## src/rtl/color_pkg.sv

```systemverilog
// Shared types and constants for the palette colour stage.
package color_pkg;

    localparam int CHAN_W  = 8;
    localparam int LATENCY = 2;

    typedef struct packed {
        logic [CHAN_W-1:0] r;
        logic [CHAN_W-1:0] g;
        logic [CHAN_W-1:0] b;
    } rgb_t;

    typedef enum logic [1:0] {
        IDLE     = 2'd0,
        FADE_OUT = 2'd1,
        FADE_IN  = 2'd2
    } fade_state_e;

endpackage

```

## src/rtl/palette_color_mapper_if.sv

```systemverilog
// Pixel, palette-write and fade-control bundle between the generators and the colour stage.
interface palette_color_mapper_if #(
    parameter int NUM_LAYERS = 4,
    parameter int IDX_W      = 4,
    parameter int COORD_W    = 10,
    parameter int CHAN_W     = color_pkg::CHAN_W
);
    logic [COORD_W-1:0]          draw_x;
    logic [COORD_W-1:0]          draw_y;
    logic                        pix_valid;
    logic                        frame_start;
    logic [NUM_LAYERS-1:0]       layer_on;
    logic [NUM_LAYERS*IDX_W-1:0] layer_idx;
    logic                        pal_we;
    logic [IDX_W-1:0]            pal_waddr;
    logic [3*CHAN_W-1:0]         pal_wdata;
    logic                        fade_req;
    logic                        fade_dir;
    logic                        fade_busy;
    logic [CHAN_W-1:0]           red;
    logic [CHAN_W-1:0]           green;
    logic [CHAN_W-1:0]           blue;
    logic                        out_valid;

    modport master (
        output draw_x, draw_y, pix_valid, frame_start, layer_on, layer_idx,
               pal_we, pal_waddr, pal_wdata, fade_req, fade_dir,
        input  fade_busy, red, green, blue, out_valid
    );

    modport slave (
        input  draw_x, draw_y, pix_valid, frame_start, layer_on, layer_idx,
               pal_we, pal_waddr, pal_wdata, fade_req, fade_dir,
        output fade_busy, red, green, blue, out_valid
    );
endinterface

```

## src/rtl/palette_ram.sv

```systemverilog
// Writable RGB palette: one write port, registered read with write-first bypass,
// cleared synchronously on reset.
module palette_ram
    import color_pkg::*;
#(
    parameter int IDX_W = 4
) (
    input  logic             clk,
    input  logic             reset,
    input  logic             we,
    input  logic [IDX_W-1:0] waddr,
    input  rgb_t             wdata,
    input  logic [IDX_W-1:0] raddr,
    output rgb_t             rdata
);
    localparam int DEPTH = 2 ** IDX_W;

    rgb_t mem_r [DEPTH];
    rgb_t rdata_r;

    // Storage write, clear and registered read with same-address bypass.
    always_ff @(posedge clk) begin
        if (reset) begin
            for (int i = 0; i < DEPTH; i++) begin
                mem_r[i] <= '0;
            end
            rdata_r <= '0;
        end else begin
            if (we) begin
                mem_r[waddr] <= wdata;
            end
            rdata_r <= (we && (waddr == raddr)) ? wdata : mem_r[raddr];
        end
    end

    assign rdata = rdata_r;
endmodule

```

## src/rtl/palette_color_mapper.sv

```systemverilog
// Two-stage pixel colour pipe: priority layer select, palette lookup or gradient
// background, frame-locked fade and blanking.
module palette_color_mapper #(
    parameter int NUM_LAYERS      = 4,
    parameter int IDX_W           = 4,
    parameter int COORD_W         = 10,
    parameter int CHAN_W          = color_pkg::CHAN_W,
    parameter int FRAMES_PER_STEP = 4
) (
    input logic                    clk,
    input logic                    reset,
    palette_color_mapper_if.slave  bus
);
    import color_pkg::*;

    localparam int LVL_W = $clog2(CHAN_W + 1);
    localparam int CNT_W = $clog2(FRAMES_PER_STEP + 1);

    fade_state_e         state_r;
    logic                busy_r;
    logic [LVL_W-1:0]    level_r;
    logic [CNT_W-1:0]    cnt_r;

    logic                hit_s;
    logic [IDX_W-1:0]    idx_s;
    logic                hit_r;
    logic [IDX_W-1:0]    idx_r;
    logic [CHAN_W-2:0]   bgx_r;
    logic                valid_r;

    rgb_t                ram_rdata_s;
    rgb_t                pal_s;
    rgb_t                col_s;
    logic [CHAN_W-1:0]   red_r;
    logic [CHAN_W-1:0]   green_r;
    logic [CHAN_W-1:0]   blue_r;
    logic                out_valid_r;
    logic                unused_ok_s;

    // Only the top bits of draw_x feed the gradient; draw_y never affects colour.
    assign unused_ok_s = ^{bus.draw_y, bus.draw_x};

    // Winner is the lowest-numbered layer that is on with a non-transparent index.
    always_comb begin
        hit_s = 1'b0;
        idx_s = {IDX_W{1'b0}};
        for (int k = NUM_LAYERS - 1; k >= 0; k--) begin
            if (bus.layer_on[k] && (bus.layer_idx[k*IDX_W +: IDX_W] != {IDX_W{1'b0}})) begin
                hit_s = 1'b1;
                idx_s = bus.layer_idx[k*IDX_W +: IDX_W];
            end else begin
                hit_s = hit_s;
                idx_s = idx_s;
            end
        end
    end

    // The RAM read is launched from the S1 winner so its data is ready in S2.
    palette_ram #(.IDX_W(IDX_W)) u_palette_ram (
        .clk   (clk),
        .reset (reset),
        .we    (bus.pal_we),
        .waddr (bus.pal_waddr),
        .wdata (rgb_t'(bus.pal_wdata)),
        .raddr (idx_s),
        .rdata (ram_rdata_s)
    );

    // S1 pipeline registers.
    always_ff @(posedge clk) begin
        if (reset) begin
            hit_r   <= 1'b0;
            idx_r   <= {IDX_W{1'b0}};
            bgx_r   <= {(CHAN_W-1){1'b0}};
            valid_r <= 1'b0;
        end else begin
            hit_r   <= hit_s;
            idx_r   <= idx_s;
            bgx_r   <= bus.draw_x[COORD_W-1 -: CHAN_W-1];
            valid_r <= bus.pix_valid;
        end
    end

    // S2 colour: a write landing while S2 reads the same entry wins over the RAM data.
    always_comb begin
        pal_s = ram_rdata_s;
        col_s = '0;
        if (bus.pal_we && (bus.pal_waddr == idx_r)) begin
            pal_s = rgb_t'(bus.pal_wdata);
        end else begin
            pal_s = ram_rdata_s;
        end
        if (hit_r) begin
            col_s = pal_s;
        end else begin
            col_s.r = {CHAN_W{1'b0}};
            col_s.g = {CHAN_W{1'b0}};
            col_s.b = {1'b0, {(CHAN_W-1){1'b1}}} - {1'b0, bgx_r};
        end
    end

    // S2 output registers with fade shift and blanking.
    always_ff @(posedge clk) begin
        if (reset) begin
            red_r       <= {CHAN_W{1'b0}};
            green_r     <= {CHAN_W{1'b0}};
            blue_r      <= {CHAN_W{1'b0}};
            out_valid_r <= 1'b0;
        end else if (valid_r) begin
            red_r       <= col_s.r >> level_r;
            green_r     <= col_s.g >> level_r;
            blue_r      <= col_s.b >> level_r;
            out_valid_r <= 1'b1;
        end else begin
            red_r       <= {CHAN_W{1'b0}};
            green_r     <= {CHAN_W{1'b0}};
            blue_r      <= {CHAN_W{1'b0}};
            out_valid_r <= 1'b0;
        end
    end

    // Fade FSM: the level only moves on frame_start, so a frame never tears.
    always_ff @(posedge clk) begin
        if (reset) begin
            state_r <= IDLE;
            busy_r  <= 1'b0;
            level_r <= {LVL_W{1'b0}};
            cnt_r   <= {CNT_W{1'b0}};
        end else begin
            case (state_r)
                IDLE: begin
                    if (bus.fade_req && bus.fade_dir && (level_r < LVL_W'(CHAN_W))) begin
                        state_r <= FADE_OUT;
                        busy_r  <= 1'b1;
                        cnt_r   <= {CNT_W{1'b0}};
                    end else if (bus.fade_req && !bus.fade_dir && (level_r != {LVL_W{1'b0}})) begin
                        state_r <= FADE_IN;
                        busy_r  <= 1'b1;
                        cnt_r   <= {CNT_W{1'b0}};
                    end
                end
                FADE_OUT: begin
                    if (bus.frame_start) begin
                        if (cnt_r == CNT_W'(FRAMES_PER_STEP - 1)) begin
                            cnt_r   <= {CNT_W{1'b0}};
                            level_r <= level_r + 1'b1;
                            if (level_r == LVL_W'(CHAN_W - 1)) begin
                                state_r <= IDLE;
                                busy_r  <= 1'b0;
                            end
                        end else begin
                            cnt_r <= cnt_r + 1'b1;
                        end
                    end
                end
                FADE_IN: begin
                    if (bus.frame_start) begin
                        if (cnt_r == CNT_W'(FRAMES_PER_STEP - 1)) begin
                            cnt_r   <= {CNT_W{1'b0}};
                            level_r <= level_r - 1'b1;
                            if (level_r == {{(LVL_W-1){1'b0}}, 1'b1}) begin
                                state_r <= IDLE;
                                busy_r  <= 1'b0;
                            end
                        end else begin
                            cnt_r <= cnt_r + 1'b1;
                        end
                    end
                end
                default: begin
                    state_r <= IDLE;
                    busy_r  <= 1'b0;
                end
            endcase
        end
    end

    assign bus.red       = red_r;
    assign bus.green     = green_r;
    assign bus.blue      = blue_r;
    assign bus.out_valid = out_valid_r;
    assign bus.fade_busy = busy_r;
endmodule

```

## src/flat_wrapper.sv

```systemverilog
// flat-port wrapper written by rule: the top's interface ports become plain ports
module palette_color_mapper_flat import color_pkg::*;
#(
    parameter int NUM_LAYERS      = 4,
    parameter int IDX_W           = 4,
    parameter int COORD_W         = 10,
    parameter int CHAN_W          = color_pkg::CHAN_W,
    parameter int FRAMES_PER_STEP = 4
)
  (clk, reset, bus_draw_x, bus_draw_y, bus_pix_valid, bus_frame_start, bus_layer_on, bus_layer_idx, bus_pal_we, bus_pal_waddr, bus_pal_wdata, bus_fade_req, bus_fade_dir, bus_fade_busy, bus_red, bus_green, bus_blue, bus_out_valid);
  palette_color_mapper_if #(.NUM_LAYERS(NUM_LAYERS), .IDX_W(IDX_W), .COORD_W(COORD_W), .CHAN_W(CHAN_W)) bus_i ();
  input logic clk;
  input logic reset;
  input wire logic [$bits(bus_i.draw_x)-1:0] bus_draw_x;
  input wire logic [$bits(bus_i.draw_y)-1:0] bus_draw_y;
  input wire logic [$bits(bus_i.pix_valid)-1:0] bus_pix_valid;
  input wire logic [$bits(bus_i.frame_start)-1:0] bus_frame_start;
  input wire logic [$bits(bus_i.layer_on)-1:0] bus_layer_on;
  input wire logic [$bits(bus_i.layer_idx)-1:0] bus_layer_idx;
  input wire logic [$bits(bus_i.pal_we)-1:0] bus_pal_we;
  input wire logic [$bits(bus_i.pal_waddr)-1:0] bus_pal_waddr;
  input wire logic [$bits(bus_i.pal_wdata)-1:0] bus_pal_wdata;
  input wire logic [$bits(bus_i.fade_req)-1:0] bus_fade_req;
  input wire logic [$bits(bus_i.fade_dir)-1:0] bus_fade_dir;
  output wire logic [$bits(bus_i.fade_busy)-1:0] bus_fade_busy;
  output wire logic [$bits(bus_i.red)-1:0] bus_red;
  output wire logic [$bits(bus_i.green)-1:0] bus_green;
  output wire logic [$bits(bus_i.blue)-1:0] bus_blue;
  output wire logic [$bits(bus_i.out_valid)-1:0] bus_out_valid;
  assign bus_i.draw_x = bus_draw_x;
  assign bus_i.draw_y = bus_draw_y;
  assign bus_i.pix_valid = bus_pix_valid;
  assign bus_i.frame_start = bus_frame_start;
  assign bus_i.layer_on = bus_layer_on;
  assign bus_i.layer_idx = bus_layer_idx;
  assign bus_i.pal_we = bus_pal_we;
  assign bus_i.pal_waddr = bus_pal_waddr;
  assign bus_i.pal_wdata = bus_pal_wdata;
  assign bus_i.fade_req = bus_fade_req;
  assign bus_i.fade_dir = bus_fade_dir;
  assign bus_fade_busy = bus_i.fade_busy;
  assign bus_red = bus_i.red;
  assign bus_green = bus_i.green;
  assign bus_blue = bus_i.blue;
  assign bus_out_valid = bus_i.out_valid;
  palette_color_mapper #(.NUM_LAYERS(NUM_LAYERS), .IDX_W(IDX_W), .COORD_W(COORD_W), .CHAN_W(CHAN_W), .FRAMES_PER_STEP(FRAMES_PER_STEP)) u_core (.clk(clk), .reset(reset), .bus(bus_i));
endmodule
```

## config.mk

```make
export PLATFORM = sky130hd
export DESIGN_NAME = palette_color_mapper_flat
export DESIGN_NICKNAME = d
export VERILOG_FILES = /design/src/rtl/color_pkg.sv /design/src/rtl/palette_color_mapper_if.sv /design/src/rtl/palette_ram.sv /design/src/rtl/palette_color_mapper.sv /design/src/flat_wrapper.sv
export SDC_FILE = /design/constraint.sdc
export NUM_CORES = 1
export LEC_CHECK = 0
export ABC_AREA = 1
export CAP_MARGIN = 0
export CELL_PAD_IN_SITES_DETAIL_PLACEMENT = 0
export CELL_PAD_IN_SITES_GLOBAL_PLACEMENT = 2
export CORE_ASPECT_RATIO = 0.5
export CORE_UTILIZATION = 35
export CTS_CLUSTER_SIZE = 8
export DETAILED_ROUTE_END_ITERATION = 10
export GPL_TIMING_DRIVEN = 0
export PLACE_DENSITY_LB_ADDON = 0.1
export SYNTH_ARGS = -nofsm -noshare
export SYNTH_HDL_FRONTEND = slang
export SYNTH_HIERARCHICAL = 1
export SYNTH_SLANG_ARGS = --single-unit
```

## constraint.sdc

```tcl
create_clock -name clk -period 3.2 [get_ports clk]
set_clock_uncertainty 0.1 [all_clocks]
set_input_delay 0.32 -clock clk [delete_from_list [all_inputs] [get_ports clk]]
set_output_delay 0.32 -clock clk [all_outputs]
set_load 0.02 [all_outputs]
```

==> results of run 1 <==
[cell families after synthesis]
kind of cell / count (synthesis) / synth area share
simple gates: 1604 / 0.2995
buf+inv: 497 / 0.09047
flops: 456 / 0.5833
compound gates: 77 / 0.02200
fa+ha+maj: 7 / 0.003938
xor+xnor: 2 / 0.0007878
[worst max-delay path by stage]
stage                           from  depth (start not counted)  slack (ns)                                         endpoint
floorplan           bus_layer_idx[0]                         18        0.77        u_core/u_palette_ram/rdata[20]$_SDFF_PP0_
global placement    bus_layer_idx[0]                         19       -1.35        u_core/u_palette_ram/rdata[19]$_SDFF_PP0_
detailed placement  bus_layer_idx[7]                         20       -1.34        u_core/u_palette_ram/rdata[19]$_SDFF_PP0_
CTS                 bus_layer_idx[0]                         15      0.0007        u_core/u_palette_ram/rdata[16]$_SDFF_PP0_
global route                   reset                          7       -0.09  u_core/u_palette_ram/mem_r[9][23]$_SDFFCE_PN0P_
finish              bus_layer_idx[0]                         16        0.02        u_core/u_palette_ram/rdata[20]$_SDFF_PP0_
[power groups by stage]
stage          Sequential (W)  Clock [W]  Combinational (W)
2_1_floorplan         0.00702          0            0.00137
4_1_cts               0.00692    0.00658            0.00241
3_5_place_dp          0.00704          0            0.00237
3_3_place_gp          0.00703          0            0.00238
6_report              0.00692    0.00642            0.00246
5_1_grt               0.00695    0.00684            0.00270
[critical path: stages]
cell	delay (ns)
clkdlybuf4s50_1	0.45
or3_1	0.39
o21ai_2	0.21
inv_1	0.14
a21oi_2	0.23
nand2_4	0.16
inv_2	0.21
buf_4	0.26
buf_4	0.27
nand2_1	0.07
nand3_1	0.07
nand3_1	0.25
nand3_1	0.27
nand3_2	0.14
nand2_1	0.09
inv_1	0.03
[layout by cell type (no fill, tap or decap), types with 6 or more instances in the layout]
| cell | Yosys | final |
|---|---|---|
| nand2_1 | 791 | 781 |
| nor2_1 | 437 | 437 |
| edfxtp_1 | 384 | 384 |
| inv_1 | 328 | 327 |
| nand3_1 | 323 | 311 |
| clkdlybuf4s50_1 | 0 | 87 |
| dfxtp_1 | 72 | 72 |
| clkbuf_16 | 0 | 67 |
| clkbuf_1 | 62 | 65 |
| buf_2 | 78 | 53 |
| nand3_2 | 13 | 25 |
| o21bai_1 | 25 | 25 |
| a21oi_1 | 19 | 18 |
| nand2_2 | 8 | 16 |
| buf_4 | 3 | 15 |
| o21ai_0 | 12 | 12 |
| buf_6 | 5 | 12 |
| nand4_1 | 11 | 11 |
| clkbuf_4 | 0 | 11 |
| clkbuf_2 | 0 | 8 |
| ha_1 | 7 | 7 |
| inv_2 | 5 | 6 |
| buf_1 | 13 | 6 |
[timing repair]
action                                  in CTS  in global routing
endpoints found under the setup margin     120                216
gates resized for setup                     36                 51
pin swaps                                    0                  0
hold endpoints to repair                     0                  0
setup buffers                                0                  0
[registers in the layout (all words and copies together), names as in the netlist, 2 cells and up]
| signal | flops |
|---|---|
| u_core/bus.blue | 8 |
| u_core/bus.green | 8 |
| u_core/state_r | 2 |
| u_core/level_r | 4 |
| u_core/idx_r | 4 |
| u_core/u_palette_ram/mem_r | 384 |
| u_core/cnt_r | 3 |
| u_core/u_palette_ram/rdata | 24 |
| u_core/bgx_r | 7 |
| u_core/bus.red | 8 |
[through the flow]
step	cells	worst slack, ns	instance area (µm²)
final	3638	0.01882	26200
after global routing	3637	-0.08968	26200
after CTS	3637	0.0007314	26060
after detailed placement	3555	-1.337	24140
after global placement	3555	-1.350	24140
after floorplan	2643	0.7731	22240
[final cells by class]
type | count | area (µm²) | share of cell area
antenna | 1 | 2.502 | 0.00009550
sequential | 456 | 12970 | 0.4951
tap | 825 | 1032 | 0.03939
clock buffer | 77 | 1714 | 0.06542
clock inverter | 6 | 118.9 | 0.004536
timing repair buffer | 87 | 870.8 | 0.03323
buffer | 160 | 864.6 | 0.03299
inverter | 336 | 1262 | 0.04818
multi-input combinational | 1690 | 7366 | 0.2811
[layer usage]
layer | routed length, µm | GRT usage | vias to the layer above
li1 | - | - | 8666
met1 | 37790 | 0.3690 | 8381
met2 | 30780 | 0.3315 | 585
met3 | 6403 | 0.05590 | 67
met4 | 833 | 0.04102 | 0
met5 | 0 | 0 | -
==> results.cfg, run 1 <==
[run_status]
outcome = complete, no violations

[clock_tree]
htreeDepth = 3
clk_pin_slew_ns = 0.05
clock_latency_ns = 0.60
clock-root-buffer = clkbuf_16
clk_path_buf_depth = 3
hold_buffers = 0
cts.sinks = 456
cts-buffers-inserted = 66
cts_tree = built

[synth]
ys_ff_latch = 456
yosysTopAreaCellShare = 0.5185
ys_types = 42
synthFlopType = edfxtp_1
yosys.area.top_type = edfxtp_1
yosys-top-cells-area = edfxtp_1 52%, nand2_1 13%, nor2_1 7.4%
synthTopCellsByCount = 791 x nand2_1, 437 x nor2_1, 384 x edfxtp_1, 328 x inv_1, 323 x nand3_1
synthesis.area_um2 = 22240
syn_nets = 2725
seq_area_frac_synth = 0.5833
synth-edff-count = 384
syn_area_per_cell_um2 = 8.414
netlist_instances = 2643
yosysWarnings = 6
synth_async_sr_flop_share = 0
synth_most_common_cell = nand2_1

[worst_setup_path]
cp.required_ns = 3.59
path_max_fanout = 10
r2r_start = u_core/level_r[1]$_SDFFE_PP0P_
crit_path_end_kind = register
crit_arrival_ns = 3.58
reg2regPathDepth = 9
path_class = input port to register
worstSetupStartpointType = input port
r2r-end = u_core/cnt_r[1]$_SDFFE_PP0P_
reg2reg_slack_ns = 0.73

[routing]
drt_wl_total_mm = 75.80
ant_nets = 0
route.vias.total = 17699
drtPass1Iterations = 5
vias_per_cell = 4.865
drt-initial-drc-count = 1927
drc_errors = 0
wl_per_cell_um = 20.84

[pwr]
pwr-share-seq = 0.438
clkPwrFrac = 0.406
p_comb_frac = 0.156
p_sw_w = 0.004522
swShare = 0.2861
ir_drop_mv = 0.3036
power_w = 0.01580
p_int_w = 0.01128
leakage_nw = 11.76
p_per_area_nw_per_um2 = 603.1

[sta]
max_freq_mhz = 314.3
setup_tns_ns = 0
period_minus_slack_ns = 3.181
setup_violations = 0
rsz0062_at_grt = true
holdWs_ns = 0.1360
post-route-period-util = 0.9941
slew_viol_final = 0
worstMarginPinSlew_ns = 1.174
finalHoldViolCount = 0
maxSlewHeadroom = 0.2152

[hold_path]
hold_class = input port to register
worstHoldStart = bus_draw_x[8]
min_to = u_core/bgx_r[5]$_SDFF_PP0_
whs_path_depth = 3

[final_layout]
nets = 2879
final_util = 0.4228
syn2layout_area_growth_pct = 17.83
fillers = 6358
drive_gt1_frac = 0.08677

[global_routing]
antenna_found_initial = 1
grt_max_degree = 25
globalRouteTotalUtil = 0.2369
grt-ovfl-total = 0
grt_pass1_wl_mm = 110.5
grt_pass1_vias = 16566

[die]
dieArea_um2 = 64610
io_pins = 101
core_um2 = 61980
die_h_um = 180.2
row_count = 64
start_util = 0.3588
die_w_um = 358.5

[place]
io_buffers = 87
dp_hpwl_mm = 57.50
place_congestion = 0.8466

[flow_run]
cap_violations = 0
Note: power is estimated with default switching activity, not from simulation.
==> inputs of run 2 (changes only) <==
GPL_ROUTABILITY_DRIVEN = 0   (was default)
==> results of run 2 <==
The final DEF is identical to that of run 1; final timing and power are the same.
